`config.mk`:
```
export PLATFORM = sky130hd
export DESIGN_NAME = xdma_iob_rd_downsize
export DESIGN_NICKNAME = d
export VERILOG_FILES = /design/src/rtl/xdma_iob_rd_downsize.sv
export SDC_FILE = /design/constraint.sdc
export NUM_CORES = 1
export LEC_CHECK = 0
export BUFFER_PORTS_ARGS = -buffer_cell sky130_fd_sc_hd__buf_2
export CELL_PAD_IN_SITES_DETAIL_PLACEMENT = 1
export CELL_PAD_IN_SITES_GLOBAL_PLACEMENT = 1
export CORE_AREA = 3 3 277 279
export DETAILED_ROUTE_END_ITERATION = 6
export DIE_AREA = 0 0 280 282
export GPL_TIMING_DRIVEN = 0
export HOLD_SLACK_MARGIN = 0.1
export PLACE_DENSITY_LB_ADDON = 0.1
export SLEW_MARGIN = 25
export SYNTH_ARGS = -nofsm -noshare
export SYNTH_HDL_FRONTEND = slang
export SYNTH_SLANG_ARGS = --single-unit
```
`constraint.sdc`:
```
create_clock -name xclk -period 2.4 [get_ports xclk]
set_clock_uncertainty 0.05 [all_clocks]
set_input_delay 0 -clock xclk [delete_from_list [all_inputs] [get_ports xclk]]
set_output_delay 0 -clock xclk [all_outputs]
set_load 0.02 [all_outputs]
```
`src/rtl/xdma_iob_rd_downsize.sv`:
```
// rtl/xdma_iob_rd_downsize.sv - reads DW_IOB-wide IOB words and emits them as two DWIDTH GIF beats
//
// Purpose: on start, reads len_words consecutive words from IOB0 or IOB1, starting at base_addr.
//          Each word is sent as two beats: the low half first, then the high half.
//          mlast marks the high half of the final word. A one-cycle done pulse follows.
// Optional feature: define XDMA_RD_PREFETCH_EN to add a spare word buffer. The next IOB read
//          is then issued while the current word's low half is on the bus.
// Ports:
//   xclk, xreset                    clock, synchronous active-high reset
//   start, sel_iob1, base_addr,
//   len_words                       transfer request, sampled in IDLE
//   busy, done                      status
//   iobN_addr/read/cs               IOB read request (only the selected IOB is ever driven)
//   iobN_rdata/dready               IOB read response
//   mdata, mvalid, mlast, sready    GIF beat stream
module xdma_iob_rd_downsize #(
  parameter int DWIDTH = 128,
  parameter int DW_IOB = 256,
  parameter int AW_IOB = 12
) (
  input  logic              xclk,
  input  logic              xreset,
  input  logic              start,
  input  logic              sel_iob1,
  input  logic [AW_IOB-1:0] base_addr,
  input  logic [AW_IOB:0]   len_words,
  output logic              busy,
  output logic              done,
  output logic [AW_IOB-1:0] iob0_addr,
  output logic              iob0_read,
  output logic              iob0_cs,
  input  logic [DW_IOB-1:0] iob0_rdata,
  input  logic              iob0_dready,
  output logic [AW_IOB-1:0] iob1_addr,
  output logic              iob1_read,
  output logic              iob1_cs,
  input  logic [DW_IOB-1:0] iob1_rdata,
  input  logic              iob1_dready,
  output logic [DWIDTH-1:0] mdata,
  output logic              mvalid,
  output logic              mlast,
  input  logic              sready
);

  typedef enum logic [2:0] {IDLE, RD, WAIT, SEND_LO, SEND_HI, DONE} state_t;

  state_t              state_q, state_d;
  logic                sel_q, sel_d;
  logic [AW_IOB-1:0]   addr_q, addr_d;
  logic [AW_IOB:0]     remain_q, remain_d;
  logic [DW_IOB-1:0]   buf_q, buf_d;
`ifdef XDMA_RD_PREFETCH_EN
  logic [DW_IOB-1:0]   spare_q, spare_d;
  logic                spare_full_q, spare_full_d;
  logic                pf_pend_q, pf_pend_d;   // prefetch read issued, data not yet returned
`endif

  logic                rd_cs, rd_read;
  logic [AW_IOB-1:0]   rd_addr;
  logic                dready_sel;
  logic [DW_IOB-1:0]   rdata_sel;

  assign dready_sel = sel_q ? iob1_dready : iob0_dready;
  assign rdata_sel  = sel_q ? iob1_rdata  : iob0_rdata;

  always_comb begin
    state_d  = state_q;
    sel_d    = sel_q;
    addr_d   = addr_q;
    remain_d = remain_q;
    buf_d    = buf_q;
    rd_cs    = 1'b0;
    rd_read  = 1'b0;
    rd_addr  = addr_q;
    mvalid   = 1'b0;
    mdata    = '0;
    mlast    = 1'b0;
    done     = 1'b0;
    busy     = (state_q != IDLE);
`ifdef XDMA_RD_PREFETCH_EN
    spare_d      = spare_q;
    spare_full_d = spare_full_q;
    pf_pend_d    = pf_pend_q;
    // A prefetched word returning while a beat is on the bus parks in the spare buffer.
    // The SEND_HI branch below overrides this when it can consume the word directly.
    if (pf_pend_q && dready_sel && (state_q == SEND_LO || state_q == SEND_HI)) begin
      spare_d      = rdata_sel;
      spare_full_d = 1'b1;
      pf_pend_d    = 1'b0;
    end
`endif
    case (state_q)
      IDLE: begin
        if (start) begin
          sel_d    = sel_iob1;
          addr_d   = base_addr;
          remain_d = len_words;
          state_d  = (len_words == '0) ? DONE : RD;
        end
      end
      RD: begin
        rd_cs   = 1'b1;
        rd_read = 1'b1;
        state_d = WAIT;
      end
      WAIT: begin
        rd_cs = 1'b1;
        if (dready_sel) begin
          buf_d   = rdata_sel;
          state_d = SEND_LO;
`ifdef XDMA_RD_PREFETCH_EN
          pf_pend_d = 1'b0;
`endif
        end
      end
      SEND_LO: begin
        mvalid = 1'b1;
        mdata  = buf_q[DWIDTH-1:0];
`ifdef XDMA_RD_PREFETCH_EN
        if (remain_q > (AW_IOB+1)'(1) && !pf_pend_q && !spare_full_q) begin
          rd_cs     = 1'b1;
          rd_read   = 1'b1;
          rd_addr   = addr_q + AW_IOB'(1);
          pf_pend_d = 1'b1;
        end
`endif
        if (sready) state_d = SEND_HI;
      end
      SEND_HI: begin
        mvalid = 1'b1;
        mdata  = buf_q[DW_IOB-1:DWIDTH];
        mlast  = (remain_q == (AW_IOB+1)'(1));
        if (sready) begin
          remain_d = remain_q - (AW_IOB+1)'(1);
          if (remain_q == (AW_IOB+1)'(1)) begin
            state_d = DONE;
          end else begin
            addr_d = addr_q + AW_IOB'(1);
`ifdef XDMA_RD_PREFETCH_EN
            if (spare_full_q) begin
              buf_d        = spare_q;
              spare_full_d = 1'b0;
              state_d      = SEND_LO;
            end else if (pf_pend_q && dready_sel) begin
              // Word arriving this very cycle: bypass the spare to avoid an mvalid gap.
              buf_d        = rdata_sel;
              spare_full_d = 1'b0;
              pf_pend_d    = 1'b0;
              state_d      = SEND_LO;
            end else begin
              state_d = WAIT;
            end
`else
            state_d = RD;
`endif
          end
        end
      end
      DONE: begin
        done    = 1'b1;
        state_d = IDLE;
      end
      default: state_d = IDLE;
    endcase
  end

  assign iob0_cs   = rd_cs & ~sel_q;
  assign iob1_cs   = rd_cs & sel_q;
  assign iob0_read = rd_read & ~sel_q;
  assign iob1_read = rd_read & sel_q;
  assign iob0_addr = (rd_cs && !sel_q) ? rd_addr : '0;
  assign iob1_addr = (rd_cs && sel_q) ? rd_addr : '0;

  always_ff @(posedge xclk) begin
    if (xreset) begin
      state_q  <= IDLE;
      sel_q    <= 1'b0;
      addr_q   <= '0;
      remain_q <= '0;
      buf_q    <= '0;
`ifdef XDMA_RD_PREFETCH_EN
      spare_q      <= '0;
      spare_full_q <= 1'b0;
      pf_pend_q    <= 1'b0;
`endif
    end else begin
      state_q  <= state_d;
      sel_q    <= sel_d;
      addr_q   <= addr_d;
      remain_q <= remain_d;
      buf_q    <= buf_d;
`ifdef XDMA_RD_PREFETCH_EN
      spare_q      <= spare_d;
      spare_full_q <= spare_full_d;
      pf_pend_q    <= pf_pend_d;
`endif
    end
  end

endmodule

```
==> results.yml, run 1 <==
placed_design:
  placed_cell_area_um2: 19100
  hpwl_mm: 70.2
  port_buffers: 702
  place_congestion: 0.820
global_routing:
  grtUsageTotal: 0.240
  grt_pass1_wl_mm: 138
  grt_pass1_vias: 20200
  grt_max_degree: 12
  grt.overflow.total: 0
  antenna_found_initial: 6
synthesis:
  syn_nets: 2130
  yosysWarningCount: 0
  synth-edff-count: 0
  synth.top_cell.area_share: 0.398
  syn_area_um2: 14400
  synth_top_cell_by_area: "dfxtp_1"
  ys_seq_area_frac: 0.398
  synth_area_per_cell_um2: 9.07
  dominantRegCellSynth: "dfxtp_1"
  ys_top_cells_by_area: "dfxtp_1, mux2i_1, a211oi_1, a22o_1, nor2_1"
  synth_seq_cells: 285
  synth_cells: 1583
  ys_types: 55
  synthArstFlopShare: 0
pwr:
  totalPowerFinal_mw: 15.1
  combPwrFrac: 0.265
  peakVddDrop_mv: 0.415
  p_per_area_nw_per_um2: 572
  p_sw_frac: 0.311
  p_switching_mw: 4.70
  intPower_mw: 10.4
  pwr-share-clk: 0.376
  pwr-share-seq: 0.359
  p_leak_nw: 10.9
critical_path:
  cpPeakStageDelay_ns: 0.63
  cp_data_arrival_time_ns: 2.69
  critPathBufInv: 3
  startpoint_type: "flip-flop"
  path_class: "reg -> reg"
  cp_cell_sequence: "buf_4 -> clkbuf_4 -> clkbuf_1 -> mux2i_1 -> a211oi_1"
  worst_ep_required_time_ns: 2.76
  end_kind: "flip-flop"
  crit_family: "buffers and inverters"
  crit_slowest_cell: "clkbuf_1"
  critPathMaxFanout: 10
cts:
  cts_max_level: 2
  clockBufferDepth: 3
  cts_root_buffer: "clkbuf_16"
  cts_tree: "yes"
  numCtsBuffers: 38
  clock_latency_ns: 0.55
  clock-sinks: 285
  cts.clk_slew.worst_paths_ns: 0.06
die:
  fp-row-count: 100
  start_util: 0.193
  die_w_um: 280
  die_y_um: 282
  fp.dieArea_um2: 79000
  ios: 704
  core_um2: 74400
final_layout:
  drive_above_1_share: 0.313
  nets: 3427
  num-fill-cells: 8688
  area_growth_pct: 84.1
  final_cell_area_um2: 26400
timing:
  rsz0062_at_grt: "yes"
  drv_slew: 0
  worstMarginPinSlew_ns: 1.05
  post-route-min-period_ns: 2.33
  max-slew-margin-rel: 0.299
  finalSetupTns_ns: 0
  finalCritPeriodShare: 0.970
  setup_violations: 0
  clock.fmax_mhz: 429
  hold_viol: 0
  hold_ws_ns: 0.241
min_path:
  hp-class: "in -> reg"
status:
  run_status: "finished clean"
routing:
  postRouteAntennaNets: 0
  drt-pass1-iter-count: 5
  wire_per_inst_um: 25.7
  wirelength_mm: 99.6
  vias: 18300
  dr.first_iter.drc_count: 782
  drc: 0
  vias_per_cell: 4.71
flow_run:
  maxCapViolCount: 0
## power by group through the flow
stage / Sequential (mW) / Clock, mW / Combinational (mW)
final: 5.43 / 5.68 / 4.00
after detailed placement: 5.52 / 0 / 3.14
after global routing: 5.48 / 6.04 / 4.31
after global placement: 5.51 / 0 / 3.09
after floorplan: 5.43 / 0 / 1.70
after CTS: 5.43 / 5.84 / 3.95
## state kept, by name (all words and copies together), names as in the netlist
register and count:
remain_q 13, sel_q 1, buf_q 256, state_q 3, addr_q 12
## worst register-to-register path, stage by stage (launching register included)
cell and delay, ns:
dfxtp_1 0.31, buf_4 0.26, clkbuf_4 0.41, clkbuf_1 0.64
mux2i_1 0.40, a211oi_1 0.12
## routing by layer
metal / GRT usage / share of wire / wire (µm) / vias up
li1: - / - / - / 8514
met1: 0.281 / 0.41 / 40900 / 8917
met2: 0.426 / 0.50 / 49600 / 634
met3: 0.0460 / 0.048 / 4760 / 196
met4: 0.106 / 0.043 / 4310 / 2
met5: 0 / 0.000070 / 7 / -
## final timing paths
kind | cells past startpoint | from | slack, ns | to
worst max-delay path | 5 | sel_q | 0.07 | buf_q[56]
worst min-delay path | 3 | sready | 0.24 | state_q[2]
worst max register to register | 5 | sel_q | 0.07 | buf_q[56]
worst min register to register | 2 | remain_q[11] | 0.44 | remain_q[11]
## cell families (layout without fill, tap and decap cells)
group	Yosys count	in the layout	share of synthesized area
AO/OA/AOI/OAI	464	464	0.248
AND/OR/NAND/NOR	400	400	0.122
flip-flops	285	285	0.398
multiplexers	259	259	0.181
buffers and inverters	171	1492	0.0481
adder cells (fa/ha/maj)	3	3	0.00262
XOR/XNOR	1	1	0.000610
other	0	7	0
## layout make-up
class	instances	area, µm²	area share
diodes	7	17.5	0.000663
plain buffers	167	1140	0.0433
clock buffers	56	1100	0.0416
clock inverters	8	113	0.00426
inverters	4	15.0	0.000568
multi-input cells	1127	8050	0.305
flip-flops and latches	285	5710	0.216
well taps	969	1210	0.0459
repair buffers	1257	9060	0.343
## repair_timing
action / CTS / global route
endpoints found under the hold margin: 285 / 0
pin swaps: 3 / 3
setup endpoints to repair: 417 / 270
buffers inserted: 7 / 1
resized for setup: 143 / 83
hold buffers: 545 / 0
gates cloned: 1 / 0
## synth_stat cells, types with 5 or more instances
master and instances:
nor3_1 15, nand2b_1 5, nor4_1 6, nand2_1 30, nor2_1 276, clkbuf_1 132
and2_1 26, o21ai_0 18, and3_1 5, dfxtp_1 285, o32ai_1 6, a21oi_1 27
a22o_1 129, nand3_1 10, nor3b_1 5, buf_2 30, mux2i_1 259, a211oi_1 258
## through the flow
step | instances | utilization | worst slack [ns]
global route | 3875 | 0.355 | -0.00426
detailed placement | 3254 | 0.257 | -1.09
finish | 3880 | 0.355 | 0.0709
CTS | 3871 | 0.353 | -0.00235
global placement | 3254 | 0.256 | -1.26
floorplan | 1583 | - | 0.440
## layout by cell type, fill, tap and decap left out, drive strengths merged, types with 5 or more instances in the layout
master / n
nor3b: 5
dfxtp: 285
nand2: 30
nor3: 15
diode: 7
inv: 6
clkbuf: 183
and3: 5
a211oi: 258
nand3: 10
dlygate4sd3: 545
nor4: 7
a31oi: 5
nor2: 276
o32ai: 6
a22o: 129
a21oi: 27
buf: 752
mux2i: 259
nand2b: 5
o21ai: 20
and2: 28
No activity file was read; power rests on OpenSTA's default activity.
==> inputs of run 2 (changes only) <==
- CORE_AREA: 3 3 277 279 -> 3 3 273 275
- DIE_AREA: 0 0 280 282 -> 0 0 276 278
- clock period: 2.4 -> 2.8 ns (I/O delays scaled with it)
==> results.yml, run 2 (same netlist as run 1, synthesis figures left out) <==
cts:
  cts.clk_slew.worst_paths_ns: 0.07
  clock-sinks: 285
  clockBufferDepth: 3
  clock_latency_ns: 0.55
  numCtsBuffers: 38
  cts_max_level: 2
  cts_root_buffer: "clkbuf_16"
  cts_tree: "yes"
routing:
  wirelength_mm: 97.5
  dr.first_iter.drc_count: 727
  wire_per_inst_um: 25.3
  drt-pass1-iter-count: 5
  postRouteAntennaNets: 0
  vias: 18100
  drc: 0
  vias_per_cell: 4.69
timing:
  hold_viol: 0
  post-route-min-period_ns: 2.75
  setup_violations: 0
  rsz0062_at_grt: "no"
  hold_ws_ns: 0.229
  worstMarginPinSlew_ns: 1.00
  max-slew-margin-rel: 0.331
  drv_slew: 0
  clock.fmax_mhz: 363
  post-route-worst-setup-slack_ns: 0.0471
  finalCritPeriodShare: 0.983
min_path:
  hp-class: "in -> reg"
global_routing:
  grtUsageTotal: 0.243
  grt_max_degree: 20
  grt_pass1_wl_mm: 139
  grt_pass1_vias: 20300
  grt.overflow.total: 0
  antenna_found_initial: 3
critical_path:
  critPathMaxFanout: 10
  cp-endpoint: "buf_q[142]"
  cpPeakStageDelay_ns: 0.70
  rr_worst_depth: 5
  crit_slowest_cell: "clkbuf_1"
  crit_path_start: "sel_q"
  cp_data_arrival_time_ns: 3.12
  r2r-start: "sel_q"
  reg2reg_slack_ns: 0.05
  startpoint_type: "flip-flop"
  path_class: "reg -> reg"
  cp_cell_sequence: "buf_4 -> clkbuf_2 -> clkbuf_1 -> mux2i_1 -> a211oi_1"
  worst_ep_required_time_ns: 3.17
  end_kind: "flip-flop"
  r2r-end: "buf_q[142]"
final_layout:
  top_register: "buf_q"
  nets: 3415
  final_cell_mix: "buf_2, dlygate4sd3_1, dfxtp_1, nor2_1, mux2i_1"
  area_growth_pct: 80.7
  largest_register_ff_count: 256
  top_regs: "buf_q x256, remain_q x13, addr_q x12"
  final_common_cell: "buf_2"
  drive_above_1_share: 0.298
  instances_no_fill: 3856
placed_design:
  port_buffers: 702
  dp_worst_setup_slack_ns: -0.787
  placedCellCount: 3244
  place_congestion: 0.841
  hpwl_mm: 69.4
pwr:
  p_leak_nw: 10.7
  totalPowerFinal_mw: 12.9
  p_per_area_nw_per_um2: 499
  peakVddDrop_mv: 0.304
die:
  die_y_um: 278
  die_w_um: 276
  start_util: 0.198
  fp.dieArea_um2: 76700
  ios: 704
  fp-row-count: 99
  core_um2: 72600
flow_run:
  maxCapViolCount: 0
status:
  run_status: "finished clean"
## run 2: changes by cell type in the layout (fill, tap and decap cells not counted), moves of 8 or more
cell,before,now
clkbuf_1,57,85
buf_2,716,733
buf_4,20,8
clkbuf_2,43,33
clkbuf_4,25,16
buf_8,9,1
## run 2: worst max-delay path: cells and delay by family (launching register included)
family | cells | cell delay, ns
AO/OA/AOI/OAI | 1 | 0.14
buffers and inverters | 3 | 1.57
flip-flops | 1 | 0.31
multiplexers | 1 | 0.53
## run 2: power breakdown
group / total [mW] / switching, mW / internal, mW / leakage [nW]
combinational: 3.37 / 1.80 / 1.57 / 7.73
sequential: 4.66 / 0.236 / 4.42 / 2.32
clock: 4.91 / 2.00 / 2.91 / 0.603
total: 12.9 / 4.03 / 8.90 / 10.7
## run 2: worst min path at each step
| stage | start | to | depth (start not counted) |
|---|---|---|---|
| after CTS | iob0_dready | state_q[0] | 6 |
| after detailed placement | sel_iob1 | sel_q | 3 |
| after global placement | sel_iob1 | sel_q | 3 |
| after global routing | iob0_dready | state_q[0] | 6 |
| after floorplan | sready | state_q[2] | 1 |
| final | iob1_dready | state_q[0] | 6 |
## run 2: final cells by class
cell class	count	area, µm²
Fill cell	8585	46700
Sequential cell	285	5710
Clock buffer	59	1150
Clock inverter	8	71.3
Multi-Input combinational cell	1127	7990
Tap cell	959	1200
Antenna cell	2	5.00
Timing Repair Buffer	1247	8960
Inverter	4	15.0
Buffer	165	823
## run 2: timing repair
action | in CTS | in global routing
setup endpoints to repair | 400 | 112
hold endpoints to repair | 285 | 0
hold buffers | 543 | 0
buffers inserted | 2 | 0
pin swaps | 1 | 0
resized for setup | 67 | 33
## run 2: per-layer routing
metal	wire [µm]	vias up	part of all wire	track usage
met5	12	-	0.00012	0
met4	3190	2	0.033	0.0802
met3	4460	153	0.046	0.0418
met2	49000	572	0.50	0.437
met1	40800	8898	0.42	0.292
li1	-	8459	-	-
## run 2: metrics by stage
| step | utilization | area, µm² | setup TNS, ns |
|---|---|---|---|
| 2_1_floorplan | - | 14400 | 0 |
| 3_3_place_gp | 0.263 | 19100 | -204.61 |
| 3_5_place_dp | 0.263 | 19100 | -171.80 |
| 4_1_cts | 0.357 | 25900 | -0.00686 |
| 5_1_grt | 0.357 | 25900 | 0 |
| 6_report | 0.357 | 25900 | 0 |
==> inputs of run 3 (changes only) <==
- BUFFER_PORTS_ARGS: -buffer_cell sky130_fd_sc_hd__buf_2 -> -buffer_cell sky130_fd_sc_hd__buf_4
- CORE_AREA: 3 3 273 275 -> 3 3 277 279
- DIE_AREA: 0 0 276 278 -> 0 0 280 282
- clock period: 2.8 -> 2.9 ns (I/O delays scaled with it)
==> results.yml, run 3 (same netlist as run 1, synthesis figures left out) <==
status:
  run_status: "finished clean"
global_routing:
  grt.overflow.total: 0
  grtUsageTotal: 0.239
  grt_pass1_vias: 20400
  grt_pass1_wl_mm: 138
  grt_max_degree: 20
  antenna_found_initial: 4
final_layout:
  final_cell_area_um2: 27700
  final_cell_mix: "buf_4, dlygate4sd3_1, dfxtp_1, nor2_1, mux2i_1"
  num-fill-cells: 8540
  area_growth_pct: 92.7
  post-route-util: 0.372
  instances_no_fill: 3864
  drive_above_1_share: 0.299
  largest_register_ff_count: 256
  top_regs: "buf_q x256, remain_q x13, addr_q x12"
  top_register: "buf_q"
  final_common_cell: "buf_4"
  nets: 3418
  antenna_cells: 0
cts:
  clockBufferDepth: 3
  cts_root_buffer: "clkbuf_16"
  cts.clk_slew.worst_paths_ns: 0.06
  cts_tree: "yes"
  numCtsBuffers: 38
  clock-sinks: 285
  cts_max_level: 2
  clock_latency_ns: 0.55
timing:
  finalCritPeriodShare: 0.956
  hold_viol: 0
  post-route-worst-setup-slack_ns: 0.129
  setup_violations: 0
  max-slew-margin-rel: 0.296
  worstMarginPinSlew_ns: 1.06
  clock.fmax_mhz: 361
  drv_slew: 0
  post-route-min-period_ns: 2.77
critical_path:
  reg2reg_slack_ns: 0.13
  critPathMaxFanout: 10
  startpoint_type: "flip-flop"
  worst_ep_required_time_ns: 3.31
  cp_data_arrival_time_ns: 3.18
  end_kind: "flip-flop"
  path_class: "reg -> reg"
routing:
  wire_per_inst_um: 25.5
  drt-pass1-iter-count: 4
  vias: 17900
  postRouteAntennaNets: 0
  dr.first_iter.drc_count: 722
  drc: 0
  vias_per_cell: 4.64
  wirelength_mm: 98.3
placed_design:
  placed_cell_area_um2: 20900
  hpwl_mm: 71.8
  place_congestion: 0.812
  placedCellCount: 3254
  port_buffers: 702
  dp_worst_setup_slack_ns: -0.575
die:
  die_y_um: 282
  start_util: 0.193
  ios: 704
  fp.dieArea_um2: 79000
  core_um2: 74400
  fp-row-count: 100
  die_w_um: 280
min_path:
  hp-class: "in -> reg"
pwr:
  peakVddDrop_mv: 0.346
  p_leak_nw: 11.1
  p_per_area_nw_per_um2: 454
flow_run:
  maxCapViolCount: 0
[run 3: changes by cell type in the layout (fill, tap and decap cells not counted), moves of 2 or more]
cell | before | now
clkbuf_2 | 33 | 37
nor3b_4 | 2 | 0
buf_4 | 8 | 703
buf_2 | 733 | 34
nor3b_2 | 1 | 3
diode_2 | 2 | 0
dlygate4sd3_1 | 543 | 546
clkbuf_1 | 85 | 78
clkbuf_4 | 16 | 21
clkbuf_8 | 13 | 10
[run 3: stage by stage]
stage | power, mW | hold WS (ns) | TNS (ns)
after global routing | 13.2 | 0.257 | -0.00131
after global placement | 7.34 | 0.197 | -122.20
after CTS | 12.7 | 0.120 | 0
after detailed placement | 7.40 | 0.200 | -103.36
after floorplan | 5.90 | 0.0735 | 0
final | 12.6 | 0.178 | 0
[run 3: area by class of cell]
cell class / count / area (µm²) / share of cell area
repair buffers: 1249 / 10700 / 0.388
multi-input cells: 1127 / 7990 / 0.289
flip-flops and latches: 285 / 5710 / 0.206
well taps: 969 / 1210 / 0.0438
clock buffers: 55 / 1140 / 0.0411
plain buffers: 166 / 808 / 0.0292
clock inverters: 9 / 53.8 / 0.00195
inverters: 4 / 15.0 / 0.000543
[run 3: what timing repair did]
item	CTS	global route
setup buffers	0	1
endpoints found under the hold margin	285	0
resized for setup	46	54
hold buffers	546	0
setup endpoints to repair	382	225
pin swaps	0	1
[run 3: metal layers]
metal / global-route usage / share of wire
met5: 0 / 0.000071
met1: 0.285 / 0.41
met2: 0.446 / 0.52
met4: 0.0560 / 0.022
met3: 0.0403 / 0.045
[run 3: power by group]
part	leakage, nW	internal [mW]	total (mW)	switching, mW
logic	8.21	1.74	3.50	1.76
clock network	0.588	2.70	4.58	1.88
registers	2.32	4.27	4.49	0.224
total	11.1	8.71	12.6	3.86
[run 3: worst max-delay path: stages (launching register included)]
cell and delay, ns:
dfxtp_1 0.30, buf_2 0.36, buf_2 0.51, clkbuf_2 0.45, mux2i_1 0.14, dlygate4sd3_1 0.60, a211oi_1 0.25
[run 3: worst paths after layout]
path                                    from            to  cells past startpoint
worst max-delay path                   sel_q     buf_q[29]                      6
worst min-delay path             iob0_dready    state_q[0]                      6
worst max register to register         sel_q     buf_q[29]                      6
worst min register to register  remain_q[11]  remain_q[11]                      2
